**src/rtl/game_pkg.sv**
```systemverilog
// Shared constants for the gravity-flip game: screen geometry, ground FSM
// state encoding and the default LFSR seed.
package game_pkg;

  localparam int SCREEN_W = 640;

  typedef enum logic [1:0] {
    ST_IDLE  = 2'd0,
    ST_SOLID = 2'd1,
    ST_GAP   = 2'd2
  } ground_state_t;

  localparam logic [15:0] LFSR_DEFAULT_SEED = 16'hACE1;

  // Fibonacci x^16 + x^14 + x^13 + x^11 + 1, shifting left, feedback into bit 0.
  function automatic logic [15:0] lfsr16_next(input logic [15:0] s);
    return {s[14:0], s[15] ^ s[13] ^ s[12] ^ s[10]};
  endfunction

endpackage

```
**src/rtl/lfsr16.sv**
```systemverilog
// 16-bit seeded Fibonacci LFSR; advances once per cycle with step high.
// A zero seed is replaced by the package default so the state never locks up.
module lfsr16
  import game_pkg::*;
(
  input  logic        clk,
  input  logic        reset,
  input  logic        step,
  input  logic [15:0] seed,
  output logic [15:0] q
);

  logic [15:0] seed_eff;
  assign seed_eff = (seed == 16'h0000) ? LFSR_DEFAULT_SEED : seed;

  always_ff @(posedge clk) begin
    if (reset) begin
      q <= seed_eff;
    end else if (step) begin
      q <= lfsr16_next(q);
    end
  end

endmodule

```
**src/rtl/ground_scroller.sv**
```systemverilog
// One scrolling ground row: random solid/gap segments enter at x = WIDTH-1
// and shift toward x = 0 on every enabled tick, after a safe lead-in run.
module ground_scroller
  import game_pkg::*;
#(
  parameter int          WIDTH     = SCREEN_W,
  parameter logic [15:0] SEED      = LFSR_DEFAULT_SEED,
  parameter int          LEAD_IN   = 64,
  parameter int          MIN_SOLID = 24,
  parameter int          MIN_GAP   = 6
) (
  input  logic             clk,
  input  logic             reset,
  input  logic             enable_board,
  output logic [WIDTH-1:0] line_o,
  output logic [15:0]      distance_o
);

  if (WIDTH < 2) begin : g_bad_width
    $error("ground_scroller: WIDTH must be at least 2");
  end
  if (LEAD_IN < 2 || LEAD_IN > 256) begin : g_bad_lead
    $error("ground_scroller: LEAD_IN must be in [2, 256]");
  end
  if (MIN_GAP < 1 || MIN_GAP + 7 > 255) begin : g_bad_gap
    $error("ground_scroller: MIN_GAP + 7 must fit in 8 bits and MIN_GAP >= 1");
  end
  if (MIN_SOLID < 1 || MIN_SOLID + 31 > 255) begin : g_bad_solid
    $error("ground_scroller: MIN_SOLID + 31 must fit in 8 bits and MIN_SOLID >= 1");
  end

  localparam logic [7:0] LEAD_REM  = 8'(LEAD_IN - 1);
  localparam logic [7:0] GAP_BASE  = 8'(MIN_GAP);
  localparam logic [7:0] SOLID_BASE = 8'(MIN_SOLID);

  ground_state_t state;
  logic [7:0]    rem;
  logic [15:0]   lfsr_q;
  logic          new_bit;
  logic          unused_lfsr;

  // The LFSR output is the value before this step's advance, as the length draw needs.
  lfsr16 u_lfsr (
    .clk   (clk),
    .reset (reset),
    .step  (enable_board),
    .seed  (SEED),
    .q     (lfsr_q)
  );

  assign unused_lfsr = ^lfsr_q[15:5];
  assign new_bit     = (state != ST_GAP);

  always_ff @(posedge clk) begin
    if (reset) begin
      line_o     <= '1;
      distance_o <= 16'd0;
      state      <= ST_IDLE;
      rem        <= 8'd0;
    end else if (enable_board) begin
      line_o <= {new_bit, line_o[WIDTH-1:1]};
      if (distance_o != 16'hFFFF) begin
        distance_o <= distance_o + 16'd1;
      end
      case (state)
        ST_IDLE: begin
          state <= ST_SOLID;
          rem   <= LEAD_REM;
        end
        ST_SOLID: begin
          if (rem > 8'd1) begin
            rem <= rem - 8'd1;
          end else begin
            state <= ST_GAP;
            rem   <= GAP_BASE + {5'd0, lfsr_q[2:0]};
          end
        end
        ST_GAP: begin
          if (rem > 8'd1) begin
            rem <= rem - 8'd1;
          end else begin
            state <= ST_SOLID;
            rem   <= SOLID_BASE + {3'd0, lfsr_q[4:0]};
          end
        end
        default: begin
          state <= ST_IDLE;
          rem   <= 8'd0;
        end
      endcase
    end
  end

endmodule

```
**config.mk**
```make
export PLATFORM = sky130hd
export DESIGN_NAME = ground_scroller
export DESIGN_NICKNAME = d
export VERILOG_FILES = /design/src/rtl/game_pkg.sv /design/src/rtl/lfsr16.sv /design/src/rtl/ground_scroller.sv
export SDC_FILE = /design/constraint.sdc
export NUM_CORES = 1
export LEC_CHECK = 0
export ABC_AREA = 1
export BUFFER_PORTS_ARGS = -buffer_cell sky130_fd_sc_hd__buf_2
export CAP_MARGIN = 10
export CORE_AREA = 2 2 257 259
export DETAILED_ROUTE_END_ITERATION = 8
export DIE_AREA = 0 0 259 261
export GPL_TIMING_DRIVEN = 0
export PLACE_DENSITY = 0.66
export SYNTH_ARGS = -nofsm -noshare
export SYNTH_HDL_FRONTEND = slang
export SYNTH_HIERARCHICAL = 1
export SYNTH_SLANG_ARGS = --single-unit
export TNS_END_PERCENT = 50
```
**constraint.sdc**
```tcl
create_clock -name clk -period 2 [get_ports clk]
set_clock_uncertainty 0.1 [all_clocks]
set_input_delay 0 -clock clk [delete_from_list [all_inputs] [get_ports clk]]
set_output_delay 0 -clock clk [all_outputs]
set_load 0.01 [all_outputs]
```
==> flow_metrics.env <==
export IMPL_worst_endpoint_required_ns=2.36
export IMPL_cp_max_fo=10
export IMPL_ioPinCount=659
export IMPL_tightest_slew_ns=1.01
export IMPL_hold_path_class="input pin to flip-flop"
export IMPL_grt_pass1_wl_um=119000
export IMPL_antenna_found_initial=1
export IMPL_period_needed_ns=1.83
export IMPL_dieArea_um2=67600
export IMPL_coreArea_um2=65000
export IMPL_cellLeakagePower_nw=15.2
export IMPL_drt_initial_drc_count=1807
export IMPL_drc=0
export IMPL_ctsRootBufferMaster="clkbuf_16"
export IMPL_rsz0062_at_grt="no"
export IMPL_path_clk_slew_ns=0.06
export IMPL_place_ws_ns=-0.302
export IMPL_dr_pass1_iters=6
export IMPL_synth_cell_area_um2=24200
export IMPL_grt_usage=0.222
export IMPL_grt_max_degree=17
export IMPL_final_cells=4832
export IMPL_netlist_instances=3148
export IMPL_synth_seq_cells=682
export IMPL_cts_max_path_buffers=3
export IMPL_drv_cap=0
export IMPL_layout_commonest_cell="nand2_1"
export IMPL_die_h_um=261
export IMPL_cts_buffers=73
export IMPL_hpwl_um=58100
export IMPL_ys_seq_area_frac=0.572
export IMPL_rows=94
export IMPL_via_per_inst=4.80
export IMPL_nets=3922
export IMPL_cp_data_arrival_time_ns=2.19
export IMPL_ys_types=27
export IMPL_ir_drop_v=0.000942
export IMPL_drv_slew=0
export IMPL_worstSetupStartpointType="flip-flop"
export IMPL_outcome="completed"
export IMPL_gp_congestion=0.899
export IMPL_cts_tree="done"
export IMPL_p_per_area_nw_per_um2=1040
export IMPL_io_buffers=658
export IMPL_drive_gt1_frac=0.205
export IMPL_crit_type="flip-flop to flip-flop"
export IMPL_chipWidth_um=259
export IMPL_grt_overflow=0
export IMPL_final_cell_mix="1413 x nand2_1, 687 x buf_2, 666 x dfxtp_1"
export IMPL_initial_core_util=0.372
export IMPL_routed_wl_um=78900
export IMPL_place_inst=4700
export IMPL_whs_ns=0.127
export IMPL_max_freq_ghz=0.548
export IMPL_clock_latency_ns=0.61
export IMPL_grt_pass1_vias=20600
export IMPL_hold_viol_final=0
export IMPL_cp_end_kind="flip-flop"
export IMPL_ant_nets=0
export IMPL_clock_sinks=682
export IMPL_ys_warn_count=6
export IMPL_final_util=0.478
export IMPL_num_vias=23200
export IMPL_cts_htree_levels=3
export IMPL_maxSlewHeadroom=0.327
export IMPL_routedWlPerCell_um=16.3
export IMPL_setup_ws_ns=0.175
export IMPL_post_route_period_util=0.913
export IMPL_synth_avg_cell_area_um2=7.68
export IMPL_syn_to_final_growth_pct=28.6
export IMPL_finalSetupViolations=0
==> worst paths after layout <==
kind / startpoint / end / slack (ns) / depth (start not counted)
worst max register to register: distance_o[0]$_SDFFE_PP0P_ / distance_o[6]$_SDFFE_PP0P_ / 0.17 / 9
worst min-delay path: enable_board / rem[6]$_SDFFE_PP0P_ / 0.13 / 6
worst max-delay path: distance_o[0]$_SDFFE_PP0P_ / distance_o[6]$_SDFFE_PP0P_ / 0.17 / 9
worst min register to register: line_o[623]$_SDFFE_PP1P_ / line_o[622]$_SDFFE_PP1P_ / 0.37 / 2
==> what timing repair did <==
action | 4_1_cts | 5_1_grt
setup buffers | 0 | 1
hold buffers | 3 | 0
pin swaps | 0 | 1
resized for setup | 1 | 1
endpoints found under the setup margin | 9 | 36
hold endpoints to repair | 46 | 0
==> state kept, by name, indices dropped and copies added, names as in the netlist <==
name,count
distance_o,16
line_o,640
rem,8
state,2
u_lfsr/q,16
==> cells by family (layout without fill, tap and decap cells) <==
group,Yosys count,count (layout),share of synthesized area
AO/OA/AOI/OAI,49,49,0.0108
flip-flops,682,682,0.572
other,2,33,0.000311
buffers and inverters,260,1049,0.0432
XOR/XNOR,10,10,0.00362
AND/OR/NAND/NOR,2140,2140,0.368
adder cells (fa/ha/maj),5,5,0.00259
==> cell usage after synthesis <==
cell | n | area (µm²)
inv_1 | 33 | 124
clkbuf_1 | 173 | 649
buf_1 | 16 | 60.1
o21ai_4 | 1 | 16.3
o31ai_1 | 1 | 7.51
inv_6 | 1 | 8.76
xnor2_1 | 5 | 43.8
nand4_1 | 7 | 43.8
a31oi_1 | 1 | 6.26
nand3_1 | 656 | 3280
nor2_2 | 1 | 6.26
nand2_1 | 1413 | 5300
inv_2 | 4 | 15.0
or2_2 | 1 | 6.26
conb_1 | 2 | 7.51
nand2_2 | 3 | 18.8
buf_2 | 29 | 145
edfxtp_1 | 16 | 480
nor2_1 | 58 | 218
buf_4 | 1 | 7.51
o21ai_0 | 12 | 60.1
a21oi_1 | 34 | 170
buf_6 | 3 | 33.8
dfxtp_1 | 666 | 13300
nor2_4 | 1 | 11.3
xor2_1 | 5 | 43.8
ha_1 | 5 | 62.6
==> where the power goes <==
| group | internal, mW | switching, mW |
|---|---|---|
| clock | 7.77 | 5.55 |
| combinational | 1.32 | 2.44 |
| sequential | 14.5 | 0.719 |
==> metrics by stage <==
stage | instance area, µm² | setup TNS, ns | total power, mW
2_1_floorplan | 24300 | 0 | 17.6
3_3_place_gp | 28700 | -61.53 | 19.2
3_5_place_dp | 28700 | -52.00 | 19.3
4_1_cts | 31100 | 0 | 32.6
5_1_grt | 31100 | 0 | 33.7
6_report | 31100 | 0 | 32.4
==> per-layer routing <==
metal | vias to the layer above | GRT usage | share of wire
li1 | 11600 | - | -
met1 | 10700 | 0.263 | 0.40
met2 | 740 | 0.367 | 0.47
met3 | 128 | 0.0803 | 0.094
met4 | 0 | 0.0838 | 0.032
met5 | - | 0 | 0
==> final cells by class <==
type,count,area [µm²]
fillers,6470,34000
flip-flops and latches,682,13800
multi-input cells,2236,9430
repair buffers,662,3330
clock buffers,109,2160
well taps,864,1080
plain buffers,221,892
clock inverters,19,201
inverters,38,148
diodes,1,2.50
==> worst max-delay path, cell delays in order, from the launching register on <==
cell	delay [ns]
dfxtp_1	0.47
ha_4	0.22
inv_2	0.05
nor2_4	0.15
nand2_2	0.10
o21ai_4	0.21
inv_2	0.11
buf_6	0.16
nand2_1	0.06
a21oi_1	0.05
No activity file was read; power rests on OpenSTA's default activity.
